===== config.mk =====
export PLATFORM = sky130hd
export DESIGN_NAME = alub_src_sequencer
export DESIGN_NICKNAME = d
export VERILOG_FILES = /design/src/rtl/alub_src_sequencer.sv
export SDC_FILE = /design/constraint.sdc
export NUM_CORES = 1
export LEC_CHECK = 0
export ABC_AREA = 1
export BUFFER_PORTS_ARGS = -buffer_cell sky130_fd_sc_hd__buf_2
export CORE_ASPECT_RATIO = 0.9
export CORE_UTILIZATION = 50
export DETAILED_ROUTE_END_ITERATION = 12
export HOLD_SLACK_MARGIN = 0.1
export PLACE_DENSITY = 0.78
export SKIP_CTS_REPAIR_TIMING = 1
export SYNTH_ARGS = -nofsm -noshare
export SYNTH_HDL_FRONTEND = slang
export SYNTH_SLANG_ARGS = --single-unit

===== constraint.sdc =====
create_clock -name CLK -period 3.2 [get_ports CLK]
set_input_delay 0.16 -clock CLK [delete_from_list [all_inputs] [get_ports CLK]]
set_output_delay 0.16 -clock CLK [all_outputs]
set_load 0.005 [all_outputs]

===== src/rtl/alub_src_sequencer.sv =====
`default_nettype none
// ============================================================================
// Module   : alub_src_sequencer
// Brief    : ALU B-operand source/immediate sequencer; IMM16 is split into
//            a low-byte issue and a supervised high-byte issue.
// Revision : 1.0
// ============================================================================
module alub_src_sequencer #(
  parameter int TIMEOUT = 15,
  parameter int CW      = 8
) (
  input  logic       CLK,
  input  logic       RESET,
  input  logic       IN_VALID,
  output logic       IN_READY,
  input  logic [2:0] OPCLASS,
  input  logic [3:0] ARGA,
  input  logic [3:0] ARGB,
  input  logic [1:0] LDSINCF,
  input  logic       FLUSH,
  input  logic       ALU_READY,
  output logic [2:0] ALUB_SRCX,
  output logic [3:0] ARGA_X,
  output logic [3:0] ARGB_X,
  output logic [1:0] LDSINCF_X,
  output logic       OUT_VALID,
  output logic       OUT_LAST,
  output logic       HI_PEND,
  output logic       ERR
);

  localparam logic [2:0] OPC_REG_B = 3'd0;
  localparam logic [2:0] OPC_U4    = 3'd1;
  localparam logic [2:0] OPC_U4_0  = 3'd2;
  localparam logic [2:0] OPC_U6    = 3'd3;
  localparam logic [2:0] OPC_U6_0  = 3'd4;
  localparam logic [2:0] OPC_U8    = 3'd5;
  localparam logic [2:0] OPC_IMM16 = 3'd6;

  localparam logic [2:0] SRC_REG_B = 3'd0;
  localparam logic [2:0] SRC_U8H   = 3'd1;
  localparam logic [2:0] SRC_U8    = 3'd2;
  localparam logic [2:0] SRC_U4    = 3'd3;
  localparam logic [2:0] SRC_U4_0  = 3'd4;
  localparam logic [2:0] SRC_U6    = 3'd5;
  localparam logic [2:0] SRC_U6_0  = 3'd6;

  localparam logic [CW-1:0] TMO_LAST = CW'(TIMEOUT - 1);

  typedef enum logic [0:0] {
    PH_IDLE = 1'b0,
    PH_HIGH = 1'b1
  } phase_t;

  phase_t          phase, phase_nx;
  logic [CW-1:0]   tmo_cnt, tmo_nx;
  logic [2:0]      srcx_nx;
  logic [3:0]      arga_nx, argb_nx;
  logic [1:0]      lds_nx;
  logic            valid_nx, last_nx, err_nx;
  logic            ready_c, accept, tmo_hit;

  // Single output register with no skid: a new beat only fits when the
  // current issue is absent or being consumed this very cycle.
  assign ready_c  = RESET && (!OUT_VALID || ALU_READY);
  assign accept   = IN_VALID && ready_c && !FLUSH;
  assign tmo_hit  = (phase == PH_HIGH) && !accept && (tmo_cnt == TMO_LAST);
  assign IN_READY = ready_c;
  assign HI_PEND  = (phase == PH_HIGH);

  always_comb begin
    phase_nx = phase;
    tmo_nx   = tmo_cnt;
    srcx_nx  = ALUB_SRCX;
    arga_nx  = ARGA_X;
    argb_nx  = ARGB_X;
    lds_nx   = LDSINCF_X;
    valid_nx = ALU_READY ? 1'b0 : OUT_VALID;
    last_nx  = OUT_LAST;
    err_nx   = 1'b0;

    if (FLUSH) begin
      valid_nx = 1'b0;
      last_nx  = 1'b0;
      phase_nx = PH_IDLE;
      tmo_nx   = '0;
    end else if (accept) begin
      valid_nx = 1'b1;
      arga_nx  = ARGA;
      argb_nx  = ARGB;
      lds_nx   = LDSINCF;
      if (phase == PH_HIGH) begin
        // The beat after an IMM16 is always the high byte, class ignored.
        srcx_nx  = SRC_U8H;
        last_nx  = 1'b1;
        phase_nx = PH_IDLE;
        tmo_nx   = '0;
      end else begin
        last_nx = 1'b1;
        case (OPCLASS)
          OPC_REG_B: srcx_nx = SRC_REG_B;
          OPC_U4:    srcx_nx = SRC_U4;
          OPC_U4_0:  srcx_nx = SRC_U4_0;
          OPC_U6:    srcx_nx = SRC_U6;
          OPC_U6_0:  srcx_nx = SRC_U6_0;
          OPC_U8:    srcx_nx = SRC_U8;
          OPC_IMM16: begin
            srcx_nx  = SRC_U8;
            last_nx  = 1'b0;
            phase_nx = PH_HIGH;
            tmo_nx   = '0;
          end
          default: begin
            srcx_nx = SRC_REG_B;
            err_nx  = 1'b1;
          end
        endcase
      end
    end else if (phase == PH_HIGH) begin
      if (tmo_hit) begin
        phase_nx = PH_IDLE;
        tmo_nx   = '0;
        err_nx   = 1'b1;
      end else begin
        tmo_nx = tmo_cnt + 1'b1;
      end
    end
  end

  always_ff @(posedge CLK) begin
    if (!RESET) begin
      phase     <= PH_IDLE;
      tmo_cnt   <= '0;
      ALUB_SRCX <= '0;
      ARGA_X    <= '0;
      ARGB_X    <= '0;
      LDSINCF_X <= '0;
      OUT_VALID <= 1'b0;
      OUT_LAST  <= 1'b0;
      ERR       <= 1'b0;
    end else begin
      phase     <= phase_nx;
      tmo_cnt   <= tmo_nx;
      ALUB_SRCX <= srcx_nx;
      ARGA_X    <= arga_nx;
      ARGB_X    <= argb_nx;
      LDSINCF_X <= lds_nx;
      OUT_VALID <= valid_nx;
      OUT_LAST  <= last_nx;
      ERR       <= err_nx;
    end
  end

endmodule
`default_nettype wire


==> flow_metrics.env <==
export IMPL_irDropWorstVdd_uv=328
export IMPL_cp_start_kind="register"
export IMPL_grt_start_max_net_pins=20
export IMPL_leakage_nw=0.697
export IMPL_cp_data_required_time_ns=3.45
export IMPL_ant_nets=0
export IMPL_grt_ovfl_total=0
export IMPL_start_util_pct=53.9
export IMPL_gp_congestion=0.824
export IMPL_cts_root_buf="clkbuf_4"
export IMPL_ios=36
export IMPL_cts_tree="yes"
export IMPL_p_per_area_nw_per_um2=355
export IMPL_drc=0
export IMPL_layout_drive_gt1_share_pct=23.1
export IMPL_antenna_found_initial=0
export IMPL_rows=16
export IMPL_cts_max_level=1
export IMPL_final_nets=233
export IMPL_placed_area_um2=1370
export IMPL_grt_total_usage_pct=20.8
export IMPL_syn2layout_area_growth_pct=25.4
export IMPL_worstPathArrival_ns=1.61
export IMPL_worst_slew_pin_slew_ns=0.408
export IMPL_cts_made_buffers=3
export IMPL_max_clock_path_buffers=2
export IMPL_drt_iter0_drc=50
export IMPL_hold_viol_final=0
export IMPL_portBuffers=35
export IMPL_yosys_warnings=0
export IMPL_relSlewSlack_pct=72.7
export IMPL_slowest_stage="dfxtp_1"
export IMPL_avgRoutedWirePerCell_um=11.4
export IMPL_dieArea_um2=2570
export IMPL_dr_pass1_iters=4
export IMPL_r2r_setup_slack_ns=1.84
export IMPL_synthDistinctLibCells=23
export IMPL_multi_input_area_um2=598
export IMPL_mostFrequentLayoutCell="nor2_1"
export IMPL_via_per_inst=5.13
export IMPL_post_route_min_period_ns=1.36
export IMPL_routed_wl_mm=2.72
export IMPL_synth_area_leader_cell="dfxtp_1"
export IMPL_slowest_delay_ns=0.41
export IMPL_diodes=0
export IMPL_grt_pass1_wl_mm=3.84
export IMPL_vias=1225
export IMPL_synthCells=168
export IMPL_clock_latency_ns=0.32
export IMPL_core_area_um2=2200
export IMPL_path_cells="inv_1 -> ha_1 -> nand3_1 -> nor2_1 -> nor2_4 -> nand2_1 -> a21oi_1"
export IMPL_finalClockSkew_ns=0.00474
export IMPL_grt_setup_unrepaired="no"
export IMPL_first_global_vias=892
export IMPL_mostFrequentLayoutCells="nor2_1, buf_2, dfxtp_1, nand2_1"
export IMPL_setup_viol=0
export IMPL_final_cell_area_um2=1490
export IMPL_path_max_fanout=7
export IMPL_clkTransAtPathRegs_ns=0.14
export IMPL_netlist_area_um2=1190
export IMPL_worstSetupPathType="reg -> reg"
export IMPL_seq_area_um2=500
export IMPL_synthTopCellsByArea="dfxtp_1, nor2_1, nand2_1"
export IMPL_die_width_um=53.4
export IMPL_yosysSeqAreaShare_pct=42.1
export IMPL_max_freq_mhz=735
export IMPL_fin_crit_sh_pct=42.5
export IMPL_fillers=201
export IMPL_syn_avg_cell_area_um2=7.07
export IMPL_synth_seq_cells=25
export IMPL_dp_final_hpwl_mm=1.96
export IMPL_maxCapViolCount=0
export IMPL_syn_nets=188
export IMPL_synth_top_area_share_pct=42.1
export IMPL_numClockSinks=25
export IMPL_die_h_um=48.2
export IMPL_setup_tns_ns=0
export IMPL_hold_path_class="in -> reg"
export IMPL_end_kind="register"
export IMPL_status="completed"
export IMPL_slew_violations=0
-- kinds of logic after synthesis --
group / Yosys count / share of synthesized area [%]
AOI/OAI and AO/OA: 32 / 14.2
buffers and inverters: 21 / 7.48
DFF: 25 / 42.1
and+or+nand+nor: 87 / 33.3
xor gates and xnor gates: 1 / 0.738
adders and majority gates: 2 / 2.11
-- where the power goes --
group	internal (mW)	total [mW]	switching [mW]	leakage [nW]
clock network	0.0468	0.141	0.0942	0.0177
logic	0.0299	0.0621	0.0322	0.476
registers	0.321	0.325	0.00467	0.203
total	0.398	0.529	0.131	0.697
-- through the flow --
step | total power, mW | cells | hold slack, ns | setup slack, ns | util (%)
finish | 0.529 | 239 | 0.0999 | 1.84 | 67.6
global route | 0.549 | 239 | 0.137 | 1.65 | 67.6
CTS | 0.523 | 230 | 0.0553 | 1.84 | 63.5
detailed placement | 0.385 | 226 | 0.395 | 1.80 | 62.3
global placement | 0.384 | 226 | 0.386 | 1.88 | 62.3
floorplan | 0.359 | 168 | 0.295 | 2.04 | -
-- final cells by class --
cell class / instances / area share [%]
inverters: 17 / 4.29
flip-flops and latches: 25 / 33.6
well taps: 27 / 2.27
clock inverters: 1 / 0.336
multi-input cells: 122 / 40.2
clock buffers: 3 / 1.51
repair buffers: 44 / 17.8
-- critical path: cells and delay by family, from the launching register on --
kind	cells	cell delay, ns
adders and majority gates	1	0.21
buffers and inverters	1	0.08
AOI/OAI and AO/OA	1	0.16
DFF	1	0.41
and+or+nand+nor	4	0.44
-- layer usage --
layer	vias up	wire, µm	GRT usage (%)
li1	632	-	-
met1	537	1310	31.1
met2	51	1200	29.8
met5	-	0	0
met3	5	176	3.74
met4	0	35	7.89
-- synthesized netlist by cell type, drive strengths merged --
| library cell | instances |
|---|---|
| a211oi | 1 |
| a21oi | 13 |
| buf | 3 |
| clkbuf | 1 |
| dfxtp | 25 |
| ha | 2 |
| inv | 17 |
| nand2 | 28 |
| nand3 | 15 |
| nand3b | 1 |
| nor2 | 42 |
| nor3 | 1 |
| o211ai | 1 |
| o21ai | 17 |
| xor2 | 1 |
-- worst paths after layout --
| kind | cells past startpoint | startpoint | to |
|---|---|---|---|
| setup / recovery | 7 | tmo_cnt[0] | tmo_cnt[4] |
| hold / removal | 3 | LDSINCF[1] | LDSINCF_X[1] |
| setup reg to reg | 7 | tmo_cnt[0] | tmo_cnt[4] |
| hold reg to reg | 2 | ALUB_SRCX[1] | ALUB_SRCX[1] |
-- sequential cells by signal (all words and copies together), names as in the netlist --
register   flops
tmo_cnt        8
ARGA_X         4
ARGB_X         4
ALUB_SRCX      3
LDSINCF_X      2
ERR            1
HI_PEND        1
OUT_LAST       1
OUT_VALID      1
(Power assumes the default switching activity.)
